### config.mk
export PLATFORM = sky130hd
export DESIGN_NAME = uart_tx_arbiter
export DESIGN_NICKNAME = d
export VERILOG_FILES = /design/src/rtl/uart_arb_pkg.sv /design/src/rtl/uart_rr_pick.sv /design/src/rtl/uart_tx_arbiter.sv
export SDC_FILE = /design/constraint.sdc
export NUM_CORES = 1
export LEC_CHECK = 0
export ABC_AREA = 1
export ABC_CLOCK_PERIOD_IN_PS = 2700
export CAP_MARGIN = 20
export CORE_AREA = 2 2 69 71
export DETAILED_ROUTE_END_ITERATION = 10
export DIE_AREA = 0 0 71 73
export GPL_TIMING_DRIVEN = 0
export PLACE_DENSITY = 0.67
export RECOVER_POWER = 50
export REMOVE_ABC_BUFFERS = 1
export SYNTH_ARGS = -nofsm -noshare
export SYNTH_HDL_FRONTEND = slang
export SYNTH_SLANG_ARGS = --single-unit
export TNS_END_PERCENT = 100
### constraint.sdc
create_clock -name clk -period 2.7 [get_ports clk]
set_input_delay 0.81 -clock clk [delete_from_list [all_inputs] [get_ports clk]]
set_output_delay 0.81 -clock clk [all_outputs]
set_load 0.02 [all_outputs]
### src/rtl/uart_arb_pkg.sv
// Shared types and constants for the UART transmit arbiter.
package uart_arb_pkg;

    localparam int BYTE_W = 8;

    typedef enum logic [1:0] {
        IDLE,
        ISSUE,
        WAIT_DONE,
        HOLD
    } ARB_STATE;

    // Width of a requester index; never narrower than one bit.
    function automatic int idxWidth(input int n);
        return (n > 1) ? $clog2(n) : 1;
    endfunction

endpackage

### src/rtl/uart_rr_pick.sv
// Combinational round-robin picker: returns the first requester at or after
// lastIdx+1 (mod NumReq, with wrap) that has req set.
module uart_rr_pick
    import uart_arb_pkg::*;
#(
    parameter int NumReq = 4,
    localparam int IdxW = idxWidth(NumReq)
) (
    input  logic [NumReq-1:0] req,
    input  logic [IdxW-1:0]   lastIdx,
    output logic [IdxW-1:0]   idx,
    output logic              any
);

    int              cand;
    logic [IdxW-1:0] candIdx;

    // Scan every position once, starting just after the previous owner.
    // NOTE: every variable written in always_comb gets a default first so no latch is inferred.
    always_comb begin
        idx     = '0;
        any     = 1'b0;
        cand    = 0;
        candIdx = '0;
        for (int k = 1; k <= NumReq; k++) begin
            cand    = (int'(lastIdx) + k) % NumReq;
            candIdx = IdxW'(cand);
            if (!any && req[candIdx]) begin
                any = 1'b1;
                idx = candIdx;
            end
        end
    end

endmodule

### src/rtl/uart_tx_arbiter.sv
// Shares one UartTxEn transmitter between NumReq byte-stream requesters.
// Round-robin arbitration with packet lock: the owner keeps the transmitter
// until it sends a byte flagged last. Each byte is issued as data plus a
// one-cycle valid pulse, then the arbiter waits for the done pulse.
// Optional build macro UART_ARB_HOLD_TIMEOUT_EN: drop the lock after
// HoldTimeout idle cycles in HOLD and pulse timedOut.
module uart_tx_arbiter
    import uart_arb_pkg::*;
#(
    parameter int NumReq      = 4,
    parameter int HoldTimeout = 1024
) (
    input  logic                     clk,
    input  logic                     nReset,
    input  logic [NumReq-1:0]        reqValid,
    input  logic [NumReq*BYTE_W-1:0] reqData,
    input  logic [NumReq-1:0]        reqLast,
    output logic [NumReq-1:0]        reqReady,
    output logic [BYTE_W-1:0]        txData,
    output logic                     txValid,
    input  logic                     txDone,
    output logic [NumReq-1:0]        grant,
    output logic                     busy,
    output logic                     timedOut
);

    localparam int IdxW = idxWidth(NumReq);

    if (NumReq < 2 || NumReq > 8) begin : gBadNumReq
        $error("uart_tx_arbiter: NumReq must be in 2..8");
    end
    if (HoldTimeout < 1) begin : gBadHoldTimeout
        $error("uart_tx_arbiter: HoldTimeout must be at least 1");
    end

    ARB_STATE          state;
    ARB_STATE          nextState;
    logic [IdxW-1:0]   pickIdx;
    logic              pickAny;
    logic [IdxW-1:0]   grantIdx;
    logic [IdxW-1:0]   lastIdx;
    logic              lastFlag;
    logic [IdxW-1:0]   selIdx;
    logic [BYTE_W-1:0] selData;
    logic              selLast;
    logic              accept;
    logic              dropLock;
    logic              timeoutHit;

    uart_rr_pick #(
        .NumReq (NumReq)
    ) uPick (
        .req     (reqValid),
        .lastIdx (lastIdx),
        .idx     (pickIdx),
        .any     (pickAny)
    );

    // Ready goes to the round-robin winner in IDLE, or only to the owner in HOLD.
    always_comb begin
        reqReady = '0;
        selIdx   = grantIdx;
        case (state)
            IDLE: begin
                selIdx = pickIdx;
                if (pickAny) begin
                    reqReady = NumReq'(1) << pickIdx;
                end
            end
            HOLD:    reqReady = grant & reqValid;
            default: ;
        endcase
    end

    assign accept = |(reqReady & reqValid);

    // Mux the byte and last flag of the requester being served.
    always_comb begin
        selData = '0;
        selLast = 1'b0;
        for (int i = 0; i < NumReq; i++) begin
            if (selIdx == IdxW'(i)) begin
                selData = reqData[i*BYTE_W +: BYTE_W];
                selLast = reqLast[i];
            end
        end
    end

`ifdef UART_ARB_HOLD_TIMEOUT_EN
    localparam int CntW = $clog2(HoldTimeout + 1);
    logic [CntW-1:0] holdCount;

    // Count consecutive HOLD cycles with no byte accepted; clear otherwise.
    always_ff @(posedge clk or negedge nReset) begin
        if (!nReset) begin
            holdCount <= '0;
        end else if (state == HOLD && !accept && !timeoutHit) begin
            holdCount <= holdCount + CntW'(1);
        end else begin
            holdCount <= '0;
        end
    end
`endif

    // Next-state decode; also flags when the lock is released.
    always_comb begin
        nextState  = state;
        dropLock   = 1'b0;
        timeoutHit = 1'b0;
        case (state)
            IDLE: begin
                if (accept) nextState = ISSUE;
            end
            ISSUE: nextState = WAIT_DONE;
            WAIT_DONE: begin
                if (txDone) begin
                    if (lastFlag) begin
                        dropLock  = 1'b1;
                        nextState = IDLE;
                    end else begin
                        nextState = HOLD;
                    end
                end
            end
            HOLD: begin
                if (accept) begin
                    nextState = ISSUE;
                end
`ifdef UART_ARB_HOLD_TIMEOUT_EN
                else if (holdCount == CntW'(HoldTimeout)) begin
                    timeoutHit = 1'b1;
                    dropLock   = 1'b1;
                    nextState  = IDLE;
                end
`endif
            end
            default: nextState = IDLE;
        endcase
    end

    // State register plus the byte, last flag and ownership captured on accept.
    // NOTE: sequential state uses non-blocking assignments so all registers update together at the edge.
    always_ff @(posedge clk or negedge nReset) begin
        if (!nReset) begin
            state    <= IDLE;
            txData   <= '0;
            lastFlag <= 1'b0;
            grant    <= '0;
            grantIdx <= '0;
            lastIdx  <= IdxW'(NumReq - 1);
        end else begin
            state <= nextState;
            if (accept) begin
                txData   <= selData;
                lastFlag <= selLast;
                if (state == IDLE) begin
                    grant    <= reqReady;
                    grantIdx <= pickIdx;
                end
            end
            if (dropLock) begin
                grant   <= '0;
                lastIdx <= grantIdx;
            end
        end
    end

    assign txValid  = (state == ISSUE);
    assign busy     = (state != IDLE);
    assign timedOut = timeoutHit;

endmodule

==> results of run 1 <==
==> power groups by stage <==
stage / clock network [uW] / logic, uW / registers, uW
global placement: 0 / 2540 / 559
floorplan: 0 / 1780 / 629
CTS: 203 / 2890 / 548
global route: 218 / 3360 / 567
detailed placement: 0 / 2550 / 558
finish: 194 / 3050 / 547
==> metrics by stage <==
| step | hold WS (ns) | total power [uW] | util [%] | setup slack [ns] |
|---|---|---|---|---|
| after floorplan | 0.4719 | 2410 | - | -0.08055 |
| after global placement | 0.4632 | 3094 | 50.21 | -1.284 |
| after detailed placement | 0.4637 | 3112 | 50.21 | -1.305 |
| after CTS | 0.4828 | 3642 | 55.42 | -0.2561 |
| after global routing | 0.5094 | 4142 | 57.46 | -0.3354 |
| final | 0.4776 | 3794 | 57.46 | -0.2347 |
==> layer usage <==
metal	wire length, um	global-route usage, %	share of wire [%]	vias up
met1	1976	22.78	42	842
met4	35	3.774	0.74	0
met2	2347	32.71	50	67
li1	-	-	-	929
met3	353	4.972	7.5	4
met5	0	0	0	-
==> cell usage after synthesis <==
master	count	area, sq um
dfstp_2	2	52.55
a21oi_1	5	25.02
nand2_4	10	112.6
inv_4	1	6.260
clkinv_1	1	3.750
clkbuf_1	1	3.750
nor2_1	6	22.52
nor2_2	3	18.77
nand2_2	7	43.79
inv_2	5	18.77
nand3b_2	1	11.26
conb_1	1	3.750
o21ai_4	1	16.27
nand3_1	41	205.2
o21ai_2	1	8.760
inv_1	9	33.78
o21ai_0	2	10.01
dfrtp_1	17	425.4
nor2_8	2	40.04
buf_4	3	22.52
or2_2	2	12.51
a21boi_1	1	7.510
buf_2	2	10.01
o21bai_4	1	18.77
buf_12	1	20.02
o21ai_1	1	5.000
nand3_2	1	10.01
o21bai_2	1	11.26
ha_1	5	62.56
buf_1	1	3.750
buf_6	2	22.52
nand2_1	84	315.3
nand4_1	16	100.1
nand3b_1	1	7.510
==> sequential cells by signal, indices dropped and copies added, names as in the netlist <==
register and cells:
lastIdx 2, grant 4, state 2, txData 8, lastFlag 1, grantIdx 2
==> worst min-delay path, cell delays in order, from the launching register on <==
cell	delay (ns)
dfrtp_1	0.34
nand2_1	0.05
nand2_1	0.05
==> final cells by class <==
type / instances / area (sq um) / share of cell area [%]
multi-input combinational: 193 / 1229 / 47.14
timing repair buffer: 76 / 719.4 / 27.60
sequential: 19 / 478.0 / 18.34
inverter: 16 / 67.56 / 2.592
tap: 54 / 67.56 / 2.592
clock buffer: 4 / 45.04 / 1.728
==> worst max-delay path by stage <==
stage | start | slack [ns] | depth (start not counted) | to
after detailed placement | reqValid[1] | -1.31 | 12 | reqReady[0]
after CTS | lastIdx[0] | -0.26 | 12 | reqReady[0]
final | lastIdx[0] | -0.23 | 12 | reqReady[0]
after global placement | reqValid[1] | -1.28 | 12 | reqReady[0]
after floorplan | reqValid[2] | -0.08 | 11 | reqReady[0]
after global routing | lastIdx[0] | -0.34 | 12 | reqReady[2]
==> cells in the final DEF, fill, tap and decap left out, types with 4 or more instances in the layout <==
master / n
dlygate4sd3_1: 6
inv_1: 9
buf_4: 17
dfrtp_1: 17
nor2_1: 5
nand2_4: 18
ha_1: 4
inv_2: 5
nand2_2: 10
nand4_1: 16
clkdlybuf4s50_1: 45
nand2_1: 73
nand3_1: 35
nand3_2: 6
==> logic make-up (layout without fill, tap and decap cells) <==
family,Yosys count,in the layout
buf+inv,26,96
fa+ha+maj,5,5
flops,19,19
other cells,1,1
simple gates,174,174
compound gates,13,13
==> repair_timing <==
| action | 4_1_cts | 5_1_grt |
|---|---|---|
| hold buffers | 0 | 0 |
| gates resized for setup | 69 | 12 |
| endpoints found under the setup margin | 20 | 15 |
| buffers inserted | 12 | 4 |
| pin swaps | 18 | 10 |
==> results.md, run 1 <==
* Placed cells at 342
* Kind of critical path: flip-flop to output port
* Share of power burned in registers at 14.4%
* Clock power share at 5.1%
* Final min period at 2.935 ns
* Die footprint at 5183 sq um
* Pint at 1728 uW
* Initial core utilization at 37.30%
* Largest family of logic cells by synthesized area: simple AND/OR/NAND/NOR gates
* CP max stage cell: dfstp_2
* Critical R2R Capture: grant[3]
* CP peak stage delay at 0.61 ns
* Worst setup EP type: output port
* Final GP Congestion at 0.8057
* Unrepaired setup endpoints after global routing: true
* # IOs at 62
* Synthesis Warnings at 0
* Dpl cell area at 2277 sq um
* Comb pwr share at 80.5%
* Leak pwr at 0.001261 uW
* Average cell area after synthesis at 7.108 sq um
* Peak supply drop at 622.0 uV
* Min-Delay Path Class: flip-flop to flip-flop
* Worst slew margin at 32.85%
* CTS clk-pin slew, worst paths at 0.07 ns
* TritonCTS clock tree: done
* Worst-Skew Late Latency at 0.25 ns
* FP Rows at 25
* DRT iter0 DRCs at 87
* Worst setup SP type: flip-flop
* Critical Path AT at 2.12 ns
* CP Buf/Inv Count at 2
* Crit-path max FO at 7
* Fill cells at 413
* CTS Root Cell: clkbuf_8
* PD cells at 1456 nW/um^2
* Actual slew at the worst max-slew pin at 1.007 ns
* Post-synthesis register bit count at 19
* Clk_skew at 0.005738 ns
* Htree depth at 1
* Flop-to-flop setup slack at 0.04 ns
* Final setup fails at 4
* Syn Inst Count at 238
* Largest net degree at the start of global routing at 22
* Fin crit share at 108.7%
* Final worst setup slack at -0.2347 ns
* Final Hold Viols at 0
* Req. time, crit path at 1.89 ns
* 1st-pass router iterations at 4
* Post-Synth Simple-Gate Area at 53.18%
* R2R depth at 19
* Outcome: finished with violations
* CTS max path bufs at 2
* Share of layout cells above drive strength 1 at 28.90%
* Routed len/inst at 13.02 um
* Clk sink count at 19
* DRC at 0
* Number of diodes at 0
* Area of the mapped netlist at 1692 sq um
* Final nets at 357
* Number of buffers created by CTS at 3
* Post-synthesis compound-gate area fraction at 6.065%
* Synth Area in XOR/XNOR at 0%
* Max frequency at 0.3408 GHz
* Hold Path Sink: txData[7]
* Hold_sp: txData[7]
* FF-to-FF Start: lastIdx[0]
* CP cell instances: buf_12 > nand2_4 > nand2_4 > nand2_4 > nand2_4 > nor2_8 > nand3b_1 > nand2_2 > nor2_4 > nand3_2 > a21oi_2 > buf_4
* Max Slew Vio Count at 0
* Final Non-Filler Cells at 362
* Chip height at 73 um
* First-pass GRT wire length at 7859 um
* Vias per cell at 5.088
* Synth-to-layout area growth at 54.07%
* ANT nets after route at 0
* GRT Total Usage at 18.52%
* Vias at 1842
* Post-Synth Adder-Cell Area at 3.698%
* Top delay family on crit path: simple AND/OR/NAND/NOR gates
* GRT Residual Overflow at 0
* Vias in the first global route at 1786
* Post-synthesis sequential area ratio at 28.25%
* Hpwl dp at 3364 um
* Hold Path Depth at 2
* Max-Cap Viols at 0
* Post-synthesis mux area share at 0%
* Final wirelength at 4712 um
* Port Buffers at 60
* Cell area after layout at 2606 sq um
* Net load switching power at 2066 uW
* Failing checks: negative setup slack
* Area of the core at 4536 sq um
* CP dominant cell by count: nand2_4
* Sw frac at 54.46%
* Initial antenna violation count at 0
* Die width at 71 um
* Setup total negative slack at -0.8681 ns
* Post-synth cell types at 34
Note: power is estimated with default switching activity, not from simulation.
==> run 2, diff against run 1 <==
Settings changed: CORE_AREA 2 2 69 71 to 2 2 65 67, DIE_AREA 0 0 71 73 to 0 0 67 69, PLACE_DENSITY 0.67 to 0.71, SKIP_LAST_GASP set to 1, SYNTH_HIERARCHICAL set to 1.
==> results.md, run 2 <==
* Outcome: finished with violations
* Failing checks: negative setup slack
* Post-synth top area cell: dfrtp_1
* GRT Total Usage at 19.82%
* Share of power burned in registers at 15.7%
* Leak pwr at 0.001202 uW
* FP Rows at 23
* Clk sink count at 19
* Top flop regs: txData x8, grant x4
* Actual slew at the worst max-slew pin at 0.8793 ns
* Post-synth top cells: nand2_1, nand3_1, dfrtp_1, inv_1, nand4_1
* Final Hold Viols at 0
* Most common cell after layout, fill and taps aside: nand2_1
* Post-synthesis register bit count at 19
* Post-synth top area share at 27.76%
* FF-to-FF Start: lastIdx[0]
* PD cells at 1352 nW/um^2
* CTS clk-pin slew, worst paths at 0.06 ns
* Comb pwr share at 78.4%
* Share of layout cells above drive strength 1 at 26.69%
* Final GP Congestion at 0.8075
* Pint at 1550 uW
* Final min period at 3.045 ns
* Worst setup SP type: flip-flop
* Crit path launch: lastIdx[0]
* Post-synthesis sequential area ratio at 31.18%
* Vias at 1815
* Hold_sp: txData[5]
* Final setup fails at 4
* Number of buffers created by CTS at 3
* Vias per cell at 5.028
* Req. time, crit path at 1.89 ns
* Area of the core at 3914 sq um
* Average cell area after synthesis at 6.495 sq um
* Die footprint at 4623 sq um
* DRT iter0 DRCs at 144
* Sw frac at 53.04%
* Final nets at 359
* Die width at 67 um
* Initial antenna violation count at 0
* Min-Delay Path Class: flip-flop to flip-flop
* Final wirelength at 4557 um
* Htree depth at 1
* Max frequency at 0.3284 GHz
* First-pass GRT wire length at 7327 um
* Fin crit share at 112.8%
* Max Slew Vio Count at 0
* ANT nets after route at 0
* Clk_skew at 0.009436 ns
* Initial core utilization at 39.16%
* CP Buf/Inv Count at 3
* Kind of critical path: flip-flop to output port
* Net load switching power at 1751 uW
* Most frequent cells in the layout: nand2_1, clkdlybuf4s50_1, nand3_1, nand2_2, buf_4
* Synth async-reset ratio at 100.0%
* Port Buffers at 60
* Critical Path AT at 2.23 ns
* Peak supply drop at 586.5 uV
* Hpwl dp at 3187 um
* GRT Residual Overflow at 0
* Max-Cap Viols at 0
* Most frequent cell after synthesis: nand2_1
* Worst-Skew Late Latency at 0.25 ns
* CP peak stage delay at 0.59 ns
* Synthesis Warnings at 6
* Fill cells at 375
* Post-synth cell types at 23
* Largest net degree at the start of global routing at 20
* Pwr Total at 3301 uW
* Chip height at 69 um
* Worst setup EP type: output port
* CP max stage cell: dfstp_2
* Worst slew margin at 41.18%
* 1st-pass router iterations at 4
* EDFF count, synth at 0
* Unrepaired setup endpoints after global routing: true
* Util after Layout at 62.40%
* Area of the mapped netlist at 1533 sq um
* TritonCTS clock tree: done
* Synth-to-layout area growth at 59.35%
* # IOs at 62
* Syn Inst Count at 236
* Synth area leaders: dfrtp_1, nand2_1, nand3_1, nand4_1, inv_1
* Top delay family on crit path: simple AND/OR/NAND/NOR gates
* CTS Root Cell: clkbuf_8
* Crit-path max FO at 5
* Final worst setup slack at -0.3449 ns
* CP dominant cell by count: nand2_2
* CTS max path bufs at 2
* Most flop-heavy register: txData
* Number of diodes at 0
* CP cell instances: buf_6 > nand2_2 > nand2_2 > nand3_1 > nand2_2 > inv_1 > nand3_1 > nand3_2 > nor2_4 > nand2_2 > a21oi_2 > buf_4
* Max reg flops at 8
* Clock power share at 5.9%
* Vias in the first global route at 1697
* DRC at 0
* Synth Flop Type: dfrtp_1
* Routed len/inst at 12.62 um
run 2: worst register-to-register path, cell delays in order, from the launching register on:
cell	delay [ns]
dfstp_2	0.59
buf_6	0.14
nand2_2	0.06
nand2_2	0.09
nand3_1	0.08
nand2_2	0.11
inv_1	0.08
nand3_1	0.11
nand3_2	0.14
nor2_2	0.14
nand2_1	0.10
nand2_1	0.07
nand3_1	0.07
nand2_1	0.15
inv_2	0.08
nand2_8	0.11
nand2_1	0.12
nand3_1	0.10
nand2_1	0.07
run 2: timing repair:
item                       4_1_cts  5_1_grt
gates cloned                     0        0
setup endpoints to repair       21       20
setup buffers                   11        6
resized for setup               68       10
pin swaps                       16       16
hold buffers                     0        0
run 2: worst paths after layout:
kind	to	slack, ns	depth (start not counted)
max	reqReady[0]	-0.34	12
min	txData[5]	0.48	2
max reg2reg	grant[2]	0.18	18
min reg2reg	txData[5]	0.48	2
max in group asynchronous	txData[5]	1.03	1
min in group asynchronous	txData[1]	1.11	1
run 2: logic make-up (layout without fill, tap and decap cells):
kind of cell,count (synthesis),count (layout),share of synthesized area [%]
muxes,1,1,0.7346
buffers and inverters,28,103,8.653
adders and majority gates,4,4,3.265
AOI/OAI and AO/OA,14,14,5.225
other,1,1,0.2447
and+or+nand+nor,169,169,50.69
DFF,19,19,31.18
run 2: metrics by stage:
step                      setup WS (ns)  cell area (sq um)  hold WS, ns  setup TNS [ns]  instances
after floorplan                 -0.1335               1483       0.4588         -0.4418        230
after global placement           -1.292               2146       0.4613          -14.44        340
after detailed placement         -1.286               2146       0.4636          -14.58        340
after CTS                       -0.2745               2344       0.4823          -1.026        355
after global routing            -0.4605               2442       0.5172          -1.752        361
final                           -0.3449               2442       0.4771          -1.293        361
run 2: final cells by class:
cell class	instances	area, sq um	area share, %
multi-input combinational	189	1040	42.57
timing repair buffer	77	730.7	29.92
sequential	19	478.0	19.57
inverter	22	85.08	3.484
tap	50	62.56	2.561
clock buffer	3	41.29	1.691
clock inverter	1	5.005	0.2049
run 2: power groups by stage:
stage,registers [uW],logic (uW),clock network [uW]
after floorplan,600,1380,0
after global placement,528,2060,0
after detailed placement,531,2080,0
after CTS,515,2360,203
after global routing,537,2850,215
final,517,2590,195
run 2: routing by layer:
metal / vias up / wire, um / part of all wire [%] / track usage [%]
met3: 12 / 365 / 8.0 / 4.894
li1: 908 / - / - / -
met1: 808 / 1893 / 42 / 24.11
met4: 0 / 142 / 3.1 / 6.803
met5: - / 0 / 0 / 0
met2: 87 / 2156 / 47 / 33.33
